===== config.mk =====
export PLATFORM = sky130hd
export DESIGN_NAME = phy_link_ctrl
export DESIGN_NICKNAME = d
export VERILOG_FILES = /design/src/rtl/phy_link_ctrl.sv
export SDC_FILE = /design/constraint.sdc
export NUM_CORES = 1
export LEC_CHECK = 0
export BUFFER_PORTS_ARGS = -buffer_cell sky130_fd_sc_hd__buf_2
export CAP_MARGIN = 20
export CORE_MARGIN = 2
export CORE_UTILIZATION = 29
export DETAILED_ROUTE_END_ITERATION = 8
export HOLD_SLACK_MARGIN = 0.15
export SLEW_MARGIN = 20
export SYNTH_ARGS = -nofsm -noshare
export SYNTH_HDL_FRONTEND = slang
export SYNTH_SLANG_ARGS = --single-unit

===== constraint.sdc =====
create_clock -name clk_f -period 2.01 [get_ports clk_f]
set_clock_uncertainty 0.05 [all_clocks]
set_input_delay 0.201 -clock clk_f [delete_from_list [all_inputs] [get_ports clk_f]]
set_output_delay 0.201 -clock clk_f [all_outputs]
set_load 0.01 [all_outputs]

===== src/rtl/phy_link_ctrl.sv =====
// phy_link_ctrl: trains the serial PHY link, gates user traffic onto it and recovers or retrains on sync loss.
module phy_link_ctrl #(
  parameter logic [31:0] COM_WORD      = 32'hBCBCBCBC,
  parameter logic [31:0] IDLE_WORD     = 32'h7C7C7C7C,
  parameter int          TRAIN_MIN     = 16,
  parameter int          SYNC_CONSEC   = 4,
  parameter int          LOSS_LIMIT    = 8,
  parameter int          TRAIN_TIMEOUT = 255
) (
  input  logic        clk_f,
  input  logic        reset,
  input  logic [31:0] usr_data_in,
  input  logic        usr_valid_in,
  output logic        usr_ready_out,
  output logic [31:0] tx_data_out,
  output logic        tx_valid_out,
  input  logic        rx_sync_in,
  output logic        sincronizar_bus,
  output logic        link_up,
  output logic [1:0]  state_out,
  output logic [7:0]  retrain_count,
  output logic        train_timeout
);
  localparam int TCW = $clog2(TRAIN_MIN + 1);
  localparam int SCW = $clog2(SYNC_CONSEC + 1);
  localparam int TMW = $clog2(TRAIN_TIMEOUT + 1);
  localparam int LCW = $clog2(LOSS_LIMIT + 1);
  typedef enum logic [1:0] {S_INIT, S_TRAIN, S_ACTIVE, S_RECOVER} state_t;
  state_t r_state, w_state;
  logic [TCW-1:0] r_train_cnt, w_train_cnt, w_tc_inc;
  logic [SCW-1:0] r_consec, w_consec, w_cs_inc;
  logic [TMW-1:0] r_train_tmr, w_train_tmr, w_tm_inc;
  logic [LCW-1:0] r_loss_cnt, w_loss_cnt, w_loss_inc;
  logic [7:0]     r_retrain, w_retrain;
  logic           r_timeout, w_timeout;
  logic [31:0]    r_tx_data, w_tx_data;
  logic           r_tx_valid, w_tx_valid;
  logic           w_send_usr;
  // saturating candidate values; the FSM decides which ones are committed
  assign w_tc_inc   = (r_train_cnt == TCW'(TRAIN_MIN)) ? r_train_cnt : r_train_cnt + 1'b1;
  assign w_cs_inc   = !rx_sync_in ? '0 : (r_consec == SCW'(SYNC_CONSEC)) ? r_consec : r_consec + 1'b1;
  assign w_tm_inc   = r_train_tmr + 1'b1;
  assign w_loss_inc = r_loss_cnt + 1'b1;
  assign w_send_usr = (r_state == S_ACTIVE) && usr_valid_in;
  always_comb begin
    w_state     = r_state;
    w_train_cnt = r_train_cnt;
    w_consec    = r_consec;
    w_train_tmr = r_train_tmr;
    w_loss_cnt  = r_loss_cnt;
    w_retrain   = r_retrain;
    w_timeout   = 1'b0;
    w_tx_data   = (r_state == S_TRAIN) ? COM_WORD : w_send_usr ? usr_data_in : IDLE_WORD;
    w_tx_valid  = (r_state == S_TRAIN) || w_send_usr;
    case (r_state)
      S_INIT: begin
        w_state     = S_TRAIN;
        w_train_cnt = '0;
        w_consec    = '0;
        w_train_tmr = '0;
        w_loss_cnt  = '0;
      end
      S_TRAIN: begin
        w_train_cnt = '0;
        w_consec    = '0;
        w_train_tmr = '0;
        if (w_tc_inc == TCW'(TRAIN_MIN) && w_cs_inc == SCW'(SYNC_CONSEC)) begin
          w_state = S_ACTIVE;
        end else if (w_tm_inc == TMW'(TRAIN_TIMEOUT)) begin
          w_timeout = 1'b1;
        end else begin
          w_train_cnt = w_tc_inc;
          w_consec    = w_cs_inc;
          w_train_tmr = w_tm_inc;
        end
      end
      S_ACTIVE: begin
        w_state    = rx_sync_in ? S_ACTIVE : S_RECOVER;
        w_loss_cnt = rx_sync_in ? '0 : LCW'(1);
      end
      S_RECOVER: begin
        if (rx_sync_in) begin
          w_state    = S_ACTIVE;
          w_loss_cnt = '0;
        end else if (w_loss_inc == LCW'(LOSS_LIMIT)) begin
          w_state     = S_TRAIN;
          w_loss_cnt  = '0;
          w_train_cnt = '0;
          w_consec    = '0;
          w_train_tmr = '0;
          w_retrain   = (r_retrain == 8'hFF) ? r_retrain : r_retrain + 1'b1;
        end else begin
          w_loss_cnt = w_loss_inc;
        end
      end
      default: w_state = S_INIT;
    endcase
  end
  always_ff @(posedge clk_f) begin
    if (reset) begin
      r_state     <= S_INIT;
      r_train_cnt <= '0;
      r_consec    <= '0;
      r_train_tmr <= '0;
      r_loss_cnt  <= '0;
      r_retrain   <= '0;
      r_timeout   <= 1'b0;
      r_tx_data   <= '0;
      r_tx_valid  <= 1'b0;
    end else begin
      r_state     <= w_state;
      r_train_cnt <= w_train_cnt;
      r_consec    <= w_consec;
      r_train_tmr <= w_train_tmr;
      r_loss_cnt  <= w_loss_cnt;
      r_retrain   <= w_retrain;
      r_timeout   <= w_timeout;
      r_tx_data   <= w_tx_data;
      r_tx_valid  <= w_tx_valid;
    end
  end
  assign usr_ready_out   = r_state == S_ACTIVE;
  assign link_up         = r_state == S_ACTIVE;
  assign sincronizar_bus = r_state == S_TRAIN;
  assign state_out       = r_state;
  assign retrain_count   = r_retrain;
  assign train_timeout   = r_timeout;
  assign tx_data_out     = r_tx_data;
  assign tx_valid_out    = r_tx_valid;
endmodule


==> flow_summary.toml <==
[outcome]
status = "finished, final reports clean"

[placement]
gp_congestion = 0.878
place_hpwl_um = 5030
dpl_cell_area_sq_mm = 0.00352
port_buffers = 82

[synthesis]
synth_edf_count = 0
yosysUniqueCellTypes = 57
avgSynthCellArea_sq_um = 8.52
ys_warn_count = 0
syn_inst = 334
netlist_area_sq_mm = 0.00285
yosys.area.top_type = "dfxtp_1"
yosysMostFrequentCell = "dfxtp_1"
synth_nets = 379
synth_commonest_cells = "dfxtp_1 (64), nor2_1 (60), nand2_1 (22)"
async_reset_ff_share_pct = 0
ys_ff_latch = 64
yosys-top-cells-area = "dfxtp_1 (45%), nor2_1 (7.9%), ha_1 (4.0%), a21oi_1 (3.2%), nand2_1 (2.9%)"
synth_top_area_share_pct = 45.0
yosysSeqAreaShare_pct = 45.0
ys.flop_type = "dfxtp_1"

[clock_network]
root_buffer = "clkbuf_8"
clock_latency_ns = 0.34
cts_buffers = 9
cts_tree = "yes"
cts_sinks = 64
clk_pin_slew_ns = 0.08
ctsLongestPathBuffers = 2
htreeDepth = 3

[worst_setup_path]
crit_type = "reg2reg"
arrival_ns = 2.11
rrSetupSlack_ns = 0.07
r2r-start = "r_train_cnt[1]$_SDFFE_PP0P_"
slowest_delay_ns = 0.36
required_ns = 2.18
r2r_end = "r_train_tmr[6]$_SDFFE_PP0P_"
endpoint_kind = "flop"
cp-start-kind = "flop"
crit_chain = "inv_1, ha_2, nand3b_1, a21oi_2, o2111a_2, a311oi_4, buf_4, a31oi_1, o22ai_1"
slowest_stage = "dfxtp_4"
reg2regPathDepth = 9
cp_max_fo = 4

[hold_path]
hold_path_depth = 2
min_to = "r_consec[2]$_SDFFE_PP0P_"
hp-class = "in2reg"
worstHoldStart = "reset"

[sta]
hold_ws_ns = 0.172
slew_violations = 0
period_share_pct = 96.5
hold_viol_final = 0
period_needed_ns = 1.94
worst_pin_slew_ns = 0.720
slew_headroom_pct = 51.9
tns_ns = 0
setup_viol = 0
max_freq_ghz = 0.516

[grt]
grt_pass1_vias = 2640
met3_usage_pct = 4.27
met1_usage_pct = 17.1
grt_pass1_wl_um = 12100
grt_max_degree = 35
busiest_layer = "met2"
antenna_found_initial = 0
grt_overflow = 0
grt_usage_pct = 14.6
use_met2_pct = 24.7

[floorplan]
die_w_um = 103
die_height_um = 103
die_area_sq_mm = 0.0106
top_level_ports = 83
core_sq_mm = 0.00964
start_util_pct = 29.5
num_rows = 36

[route]
vias = 2868
vias_per_cell = 4.70
drc = 0
drtPass1Iterations = 4
detail_route.wl_per_cell_um = 13.1
postRouteWirelength_um = 7970
antenna_left = 0
drt_iter0_markers = 151

[power]
leakagePower_nw = 1.85
powerDensity_mw_per_mm2 = 662
vdd_drop_max_uv = 444

[final_layout]
fin_nets = 517
fillers = 950
fin_area_sq_mm = 0.00421
drive_above_1_share_pct = 34.0
diodes = 0
syn2layout_area_growth_pct = 48.0

[run]
max_cap_violations = 0
[final cells by class]
| cell class | instances | area (sq um) | area share, % |
|---|---|---|---|
| clock buffers | 9 | 124 | 2.94 |
| clock inverters | 7 | 95.1 | 2.26 |
| inverters | 19 | 75.1 | 1.78 |
| multi-input cells | 236 | 1510 | 35.9 |
| flip-flops and latches | 64 | 1300 | 30.8 |
| well taps | 133 | 166 | 3.95 |
| repair buffers | 142 | 943 | 22.4 |
[layer usage]
metal,vias up,part of all wire (%)
met5,-,0
met2,77,51
li1,1434,-
met1,1343,43
met3,14,4.3
met4,0,1.9
[per-stage QoR]
step	power [W]	utilization, %	worst slack [ns]	std cells
floorplan	0.00143	-	0.0392	334
global placement	0.00152	36.5	0.0305	555
detailed placement	0.00152	36.5	-0.0343	555
CTS	0.00281	42.7	0.00997	606
global route	0.00290	43.7	-0.0144	610
finish	0.00279	43.7	0.0712	610
[cell families after synthesis]
group | count (synthesis) | synth area share (%)
flip-flops | 64 | 45.0
XOR/XNOR | 8 | 2.46
AND/OR/NAND/NOR | 147 | 25.1
AO/OA/AOI/OAI | 69 | 17.8
buffers and inverters | 36 | 5.41
adder cells (fa/ha/maj) | 9 | 3.96
multiplexers | 1 | 0.352
[power by group]
| part | internal (W) | switching [W] | leakage (nW) | total, W |
|---|---|---|---|---|
| Combinational | 0.000132 | 0.000114 | 1.21 | 0.000247 |
| Clock | 0.000700 | 0.000529 | 0.110 | 0.00123 |
| Sequential | 0.00130 | 0.0000143 | 0.530 | 0.00131 |
[worst max path at each step]
stage                                     start                          end  slack [ns]  cells past startpoint
floorplan           r_train_tmr[1]$_SDFFE_PP0P_     r_consec[2]$_SDFFE_PP0P_        0.04                      8
global placement    r_train_tmr[0]$_SDFFE_PP0P_  r_train_cnt[3]$_SDFFE_PP0P_        0.03                      6
detailed placement  r_train_tmr[0]$_SDFFE_PP0P_  r_train_cnt[3]$_SDFFE_PP0P_       -0.03                      6
CTS                    r_consec[1]$_SDFFE_PP0P_  r_train_tmr[6]$_SDFFE_PP0P_        0.01                      9
global route          state_out[1]$_SDFFE_PP0P_  r_train_cnt[3]$_SDFFE_PP0P_       -0.01                      7
finish              r_train_cnt[1]$_SDFFE_PP0P_  r_train_tmr[6]$_SDFFE_PP0P_        0.07                      9
[cells in the final DEF (no fill, tap or decap), drive strengths merged, types with 7 or more instances in the layout]
master	synthesis	routed
o21ai	14	14
ha	9	9
inv	19	19
dlygate4sd3	0	33
a21oi	18	18
xnor2	7	7
nand3	15	15
clkbuf	10	9
buf	7	109
dfxtp	64	64
nor2	60	60
and3	12	12
nor3	7	7
nand2	24	26
[state kept, by name, indices dropped and copies added (netlist names), 2 cells and up]
name,cells
r_consec,3
r_loss_cnt,4
r_train_cnt,5
r_train_tmr,8
retrain_count,8
state_out,2
tx_data_out,32
[critical path, delay by kind of cell (launching register included)]
kind	cells	cell delay (ns)
AO/OA/AOI/OAI	5	0.84
flip-flops	1	0.36
buffers and inverters	2	0.26
adder cells (fa/ha/maj)	1	0.19
AND/OR/NAND/NOR	1	0.12
[what timing repair did]
item	CTS	global route
hold buffers	33	0
endpoints found under the hold margin	33	0
gates cloned	2	0
setup endpoints to repair	7	20
buffers inserted	0	4
gates resized for setup	9	22
pin swaps	7	5
Power figures use the tool's default switching activity.
